**config.mk**
```make
export PLATFORM = sky130hd
export DESIGN_NAME = display_scan_ctrl
export DESIGN_NICKNAME = d
export VERILOG_FILES = /design/src/rtl/scan_pkg.sv /design/src/rtl/scan_tick_gen.sv /design/src/rtl/display_scan_ctrl.sv
export SDC_FILE = /design/constraint.sdc
export NUM_CORES = 1
export LEC_CHECK = 0
export CORE_MARGIN = 2
export CORE_UTILIZATION = 35
export DETAILED_ROUTE_END_ITERATION = 6
export GPL_ROUTABILITY_DRIVEN = 0
export SYNTH_ARGS = -nofsm -noshare
export SYNTH_HDL_FRONTEND = slang
export SYNTH_SLANG_ARGS = --single-unit
```
**constraint.sdc**
```tcl
create_clock -name clk -period 3.37 [get_ports clk]
set_input_delay 0.674 -clock clk [delete_from_list [all_inputs] [get_ports clk]]
set_output_delay 0.674 -clock clk [all_outputs]
set_load 0.01 [all_outputs]
```
**src/rtl/scan_pkg.sv**
```systemverilog
// Shared types and constants for the six-digit HH:MM:SS scan controller.
package scan_pkg;

  localparam int NUM_DIGITS = 6;

  // Digit index 0..5: segundo1, segundo2, minuto1, minuto2, hora1, hora2
  typedef logic [2:0] digit_idx_t;

  localparam logic [5:0] ANODE_OFF = 6'b111111;
  localparam digit_idx_t IDX_HORA2 = 3'd5;
  localparam digit_idx_t IDX_LAST  = digit_idx_t'(NUM_DIGITS - 1);

  typedef enum logic {
    IDLE,
    RUN
  } state_t;

  // Active-low one-hot anode pattern for a digit index
  function automatic logic [5:0] anode_for(input digit_idx_t idx);
    return ~(6'b000001 << idx);
  endfunction

endpackage

```
**src/rtl/scan_tick_gen.sv**
```systemverilog
// Slot prescaler: counts 0..TICK_DIV-1 while run is high, clears to 0
// synchronously whenever run is low. With SCAN_BLANK_EN defined it also
// reports whether the upcoming cycle falls inside the slot's dead-time window.
module scan_tick_gen #(
  parameter int TICK_DIV     = 100000
`ifdef SCAN_BLANK_EN
  ,
  parameter int BLANK_CYCLES = 1000
`endif
) (
  input  logic clk,
  input  logic rst_n,
  input  logic run,
  output logic slot_last
`ifdef SCAN_BLANK_EN
  ,
  output logic in_blank
`endif
);

  localparam int CNT_W = $clog2(TICK_DIV);
  localparam logic [CNT_W-1:0] CNT_LAST = CNT_W'(TICK_DIV - 1);

  logic [CNT_W-1:0] cnt_reg;
  logic [CNT_W-1:0] cnt_next;

  assign slot_last = (cnt_reg == CNT_LAST);

  // Next count: advance while running, wrap at slot end, clear when stopped
  always_comb begin
    cnt_next = '0;
    if (run && !slot_last) begin
      cnt_next = cnt_reg + 1'b1;
    end
  end

`ifdef SCAN_BLANK_EN
  // Looks at the next count so the top can register blank/anode in step
  assign in_blank = (cnt_next < CNT_W'(BLANK_CYCLES));
`endif

  // Prescaler register
  always_ff @(posedge clk or negedge rst_n) begin
    if (!rst_n) begin
      cnt_reg <= '0;
    end else begin
      cnt_reg <= cnt_next;
    end
  end

endmodule

```
**src/rtl/display_scan_ctrl.sv**
```systemverilog
// Six-digit seven-segment scan controller with frame-coherent digit snapshot.
// Optional feature: define SCAN_BLANK_EN to insert BLANK_CYCLES of anode
// dead time at the start of every slot (anti-ghosting).
module display_scan_ctrl
  import scan_pkg::*;
#(
  parameter int TICK_DIV     = 100000,
  parameter int BLANK_CYCLES = 1000
) (
  input  logic       clk,
  input  logic       rst_n,
  input  logic       en,
  input  logic       lz_en,
  input  logic [3:0] segundo1,
  input  logic [3:0] segundo2,
  input  logic [3:0] minuto1,
  input  logic [3:0] minuto2,
  input  logic [3:0] hora1,
  input  logic [3:0] hora2,
  output logic [2:0] digit_sel,
  output logic [3:0] digit_val,
  output logic [5:0] anode_n,
  output logic       blank,
  output logic       frame_start
);

  state_t     state_reg, state_next;
  digit_idx_t idx_reg, idx_next;
  logic [23:0] snap_reg, snap_next;
  logic       load;
  logic       run;
  logic       slot_last;
  logic       window;

  logic [2:0] digit_sel_reg, digit_sel_next;
  logic [3:0] digit_val_reg, digit_val_next;
  logic [5:0] anode_reg, anode_next;
  logic       blank_reg, blank_next;
  logic       frame_start_reg, frame_start_next;

  // Prescaler only counts while the scan stays enabled in RUN
  assign run = (state_reg == RUN) && en;

`ifdef SCAN_BLANK_EN
  logic in_blank;

  scan_tick_gen #(
    .TICK_DIV    (TICK_DIV),
    .BLANK_CYCLES(BLANK_CYCLES)
  ) u_tick (
    .clk      (clk),
    .rst_n    (rst_n),
    .run      (run),
    .slot_last(slot_last),
    .in_blank (in_blank)
  );

  assign window = in_blank;
`else
  scan_tick_gen #(
    .TICK_DIV(TICK_DIV)
  ) u_tick (
    .clk      (clk),
    .rst_n    (rst_n),
    .run      (run),
    .slot_last(slot_last)
  );

  assign window = 1'b0;
`endif

  // Next state, next index, snapshot load and next registered outputs
  always_comb begin
    state_next       = state_reg;
    idx_next         = '0;
    load             = 1'b0;
    snap_next        = snap_reg;
    digit_sel_next   = '0;
    digit_val_next   = '0;
    anode_next       = ANODE_OFF;
    blank_next       = 1'b0;
    frame_start_next = 1'b0;

    case (state_reg)
      IDLE: begin
        if (en) begin
          state_next = RUN;
          load       = 1'b1;
        end
      end
      RUN: begin
        if (!en) begin
          state_next = IDLE;
        end else if (slot_last) begin
          if (idx_reg == IDX_LAST) begin
            load = 1'b1;
          end else begin
            idx_next = idx_reg + 3'd1;
          end
        end else begin
          idx_next = idx_reg;
        end
      end
      default: state_next = IDLE;
    endcase

    // A new frame (index 0 slot start) always captures all six digits
    if (load) begin
      snap_next = {hora2, hora1, minuto2, minuto1, segundo2, segundo1};
    end

    digit_sel_next   = idx_next;
    digit_val_next   = snap_next[{idx_next, 2'b00} +: 4];
    frame_start_next = load;

    if (state_next == RUN) begin
      if (window) begin
        blank_next = 1'b1;
      end else if (!(lz_en && (idx_next == IDX_HORA2) && (snap_next[23:20] == 4'd0))) begin
        anode_next = anode_for(idx_next);
      end
    end
  end

  // FSM state register
  always_ff @(posedge clk or negedge rst_n) begin
    if (!rst_n) begin
      state_reg <= IDLE;
    end else begin
      state_reg <= state_next;
    end
  end

  // Index, snapshot and output registers
  always_ff @(posedge clk or negedge rst_n) begin
    if (!rst_n) begin
      idx_reg         <= '0;
      snap_reg        <= '0;
      digit_sel_reg   <= '0;
      digit_val_reg   <= '0;
      anode_reg       <= ANODE_OFF;
      blank_reg       <= 1'b0;
      frame_start_reg <= 1'b0;
    end else begin
      idx_reg         <= idx_next;
      snap_reg        <= snap_next;
      digit_sel_reg   <= digit_sel_next;
      digit_val_reg   <= digit_val_next;
      anode_reg       <= anode_next;
      blank_reg       <= blank_next;
      frame_start_reg <= frame_start_next;
    end
  end

  assign digit_sel   = digit_sel_reg;
  assign digit_val   = digit_val_reg;
  assign anode_n     = anode_reg;
  assign blank       = blank_reg;
  assign frame_start = frame_start_reg;

endmodule
```
==> results of run 1 <==
## cell usage after synthesis, drive strengths merged
cell / number
inv: 15
nand2: 13
and3: 5
nor4: 1
o31ai: 1
o21ai: 5
ha: 1
or4: 1
a32o: 4
and2b: 1
and2: 3
o211ai: 1
xnor2: 5
or2: 2
o22ai: 5
or4b: 2
a31oi: 1
clkbuf: 5
nand4: 3
xor2: 7
or3: 8
mux2: 12
mux2i: 17
o221ai: 4
nand2b: 1
dfrtp: 50
dfstp: 6
nand3: 7
nor4b: 1
nand4b: 1
o31a: 4
a21oi: 5
nor2: 18
nor3b: 1
buf: 5
conb: 1
## layout make-up
class	instances	area, um2
Clock buffer	6	72.6
Clock inverter	2	38.8
Fill cell	658	4010
Inverter	15	56.3
Multi-Input combinational cell	141	1020
Sequential cell	56	1410
Tap cell	99	124
Timing Repair Buffer	47	450
## routing by layer
metal | up-vias | global-route usage (%) | wire length (um)
li1 | 864 | - | -
met1 | 840 | 20.8 | 2610
met2 | 40 | 21.2 | 2470
met3 | 3 | 2.56 | 202
met4 | 0 | 3.66 | 35
met5 | - | 0 | 0
## power breakdown
group	switching (mW)	internal (mW)	total, mW
combinational	0.0778	0.0870	0.165
sequential	0.0166	0.724	0.740
clock	0.219	0.225	0.444
## placed cells by master (no fill, tap or decap), types with 2 or more instances in the layout
| master | count |
|---|---|
| a21oi_1 | 5 |
| a32o_1 | 4 |
| and2_1 | 2 |
| and3_1 | 3 |
| and3_2 | 2 |
| buf_4 | 6 |
| clkbuf_8 | 5 |
| clkdlybuf4s50_1 | 40 |
| dfrtp_1 | 50 |
| dfstp_2 | 6 |
| inv_1 | 15 |
| mux2_2 | 12 |
| mux2i_1 | 17 |
| nand2_1 | 13 |
| nand3_1 | 7 |
| nand4_1 | 3 |
| nor2_1 | 18 |
| o21ai_0 | 5 |
| o221ai_1 | 4 |
| o22ai_1 | 4 |
| o31a_1 | 4 |
| or3_1 | 8 |
| or4b_1 | 2 |
| xnor2_1 | 4 |
| xor2_1 | 7 |
## worst max path at each step
stage	from	end	slack, ps	depth (start not counted)
global placement	u_tick.cnt_reg[12]$_DFF_PN0_	digit_val[3]$_DFF_PN0_	270	6
CTS	u_tick.cnt_reg[12]$_DFF_PN0_	digit_val[1]$_DFF_PN0_	220	7
global route	u_tick.cnt_reg[12]$_DFF_PN0_	digit_val[1]$_DFF_PN0_	10	7
floorplan	u_tick.cnt_reg[12]$_DFF_PN0_	digit_val[2]$_DFF_PN0_	450	8
detailed placement	u_tick.cnt_reg[12]$_DFF_PN0_	digit_val[1]$_DFF_PN0_	240	7
finish	u_tick.cnt_reg[12]$_DFF_PN0_	digit_val[1]$_DFF_PN0_	230	7
## logic make-up (layout without fill, tap and decap cells)
logic type | count (synthesis) | count (layout)
other cells | 1 | 1
buf+inv | 25 | 70
mux | 29 | 29
xor+xnor | 12 | 12
simple gates | 68 | 68
fa+ha+maj | 1 | 1
flops | 56 | 56
compound gates | 30 | 30
==> impl.org, run 1 <==
** Yosys
- Sorting the synthesized cells by area gives the leading types as dfrtp_1, mux2i_1, dfstp_2.
- After synthesis, flip-flops and latches occupy 54.8% of the total area.
- Yosys printed 0 warnings.
- Area leader, netlist :: dfrtp_1
- Post-synthesis share of cell area spent on and, or, nand and nor gates :: 13.9%
- Dominant combinational cell family by area after synthesis :: simple AND/OR/NAND/NOR gates
- In this run, distinct cell masters in the synthesized netlist total 43.
- Post-synthesis area per instance :: 11.6 um2
- Post-synthesis xor/xnor area fraction :: 4.38%
- The synthesized netlist devotes 0.487% of its cell area to adder and majority cells.
- Summing every instance area after synthesis gives 0.00257 mm2.
- Compound-cell area share of the yosys netlist :: 8.82%
- Fraction of synthesized cell area taken by the top area cell type :: 48.7%
- Synthesized instance count :: 222
- The number of nets in the synthesized netlist is 251.
- Synthesis inferred 56 register bits.
- Portion of netlist area occupied by mux cells :: 11.9%

** Place
- IO Port Bufs :: 41
- Worst slack after detailed placement :: 238 ps
- Placed insts :: 358
- HPWL after detailed placement :: 3940 um
- Instance area after placement :: 0.00306 mm2

** Worst setup path
- Of all nets on the critical path, the largest fanout is 12.
- The setup check on the worst reg-to-reg path leaves a slack of 230 ps.
- The worst register-to-register path ends at digit_val[1]$_DFF_PN0_.
- Bufs and invs on worst path :: 1
- Arr. time, crit path :: 3350 ps
- Critical path required time :: 3580 ps
- In this design, the stage delay of the slowest critical-path cell is 700 ps.
- Type of element launching the critical path :: flop
- Kind of cell with the highest combined delay on the critical path :: simple AND/OR/NAND/NOR gates
- Kind of end point of the critical path :: flop
- The critical path is of the reg2reg type.
- The slowest stage of the critical path is the or4_1 cell.
- Cell-by-cell trace of the critical path :: or4b_1 > or4_1 > o22ai_4 > buf_4 > mux2i_1 > o221ai_1 > o31a_1
- Reg2reg start :: u_tick.cnt_reg[12]$_DFF_PN0_
- For the worst flop-to-flop path, the logic depth is 7.

** Clocking
- Total clock buffers created by CTS :: 5
- The tree is rooted in a clkbuf_8.
- TritonCTS built the clock tree.
- In this run, post-CTS repair resized a total of 0 instances.
- Clk Latency, worst-skew pair :: 310 ps
- Maximum clock insertion buffer count :: 2
- The clock net in this run drives a total of 56 sinks.
- Post-CTS timing repair inserted 0 buffers for setup.
- Number of levels in the clock H-tree :: 2
- Clock edge transition at the registers on the reported setup and hold paths :: 100 ps
- Buffers inserted to repair hold after CTS numbered 0.

** Finish
- Cells fill 44.2% of the core in the end.
- Final instance count without filler cells :: 366
- Antenna Diode Count :: 0
- At the end of the flow, the number of nets in the layout was 295.
- Final instance area :: 0.00317 mm2
- In the final layout, the share of cells above drive strength 1 is 13.9%.
- Compared with the post-synthesis result, the final layout area differs by 23.4%.
- Largest register FFs :: 24

** Power
- Overall power consumption after layout is estimated at 1.35 mW.
- Worst IR drop on VDD :: 0.207 mV
- Static power due to leakage :: 1.34 nW
- Pwr per Cell Area :: 426 mW/mm2

** STA
- Hold Vio Cnt, Final :: 0
- Headroom to the max-slew limit came out at 61.1%.
- For the pin with the worst max-slew slack, the measured transition is 579 ps.
- Final setup skew :: 6.92 ps
- Timing would allow up to 0.318 GHz.
- For the finished layout, the period the worst path requires is 3140 ps.
- Share of the clock period used by the worst path after layout :: 93.2%
- Setup Total Neg Slack :: 0 ps
- Count of final max-slew check failures :: 0
- Worst Hold Margin :: 347 ps
- Final setup fails :: 0
- The worst path meets setup with 229 ps of slack.
- RSZ-0062 raised after global routing :: false

** GRT
- Via count of the first global-routing pass :: 1739
- Entering global routing, the biggest net connects 32 pins.
- Wire length of the first global-routing pass :: 8670 um
- Initial antenna violation count :: 0
- For this run the aggregate overflow at the end of global routing stands at 0.
- For this run, the total global-route usage over all layers was measured as 14.0%.

** Die
- From bottom edge to top edge, the die measures 89.7 um.
- Measured along the x axis, the die boundary spans 89.7 um.
- Count of pins on the block boundary :: 43
- Standard-cell row count :: 31
- The die covers 0.00804 mm2.
- Initial Utilization :: 35.8%
- The region available for standard cell placement spans 0.00718 mm2.

** Detailed routing
- For this block, the via count after detailed routing is 1747.
- The detail route stage leaves a number of antenna-violating nets equal to 0.
- In the final routed layout, each cell accounts on average for 14.5 um.
- Detailed-route DRC error count :: 0
- The pre-antenna-repair detailed-routing pass consisted of 4 iterations.
- After detailed routing, the number of vias per cell comes to 4.77.
- The first routing iteration left 112 violations.
- The final layout contains routed wiring with a total length of 5320 um.

** Run status
- Outcome :: complete, no violations

** Flow run
- Total of max-cap violations :: 0

** Hold path
- In this run the worst hold path is classified as in2async.
Power figures use the tool's default switching activity.
==> inputs of run 2 (changes only) <==
SLEW_MARGIN = 20   (was default)
==> results of run 2 <==
No change in the layout: final DEF, timing and power equal those of run 1.
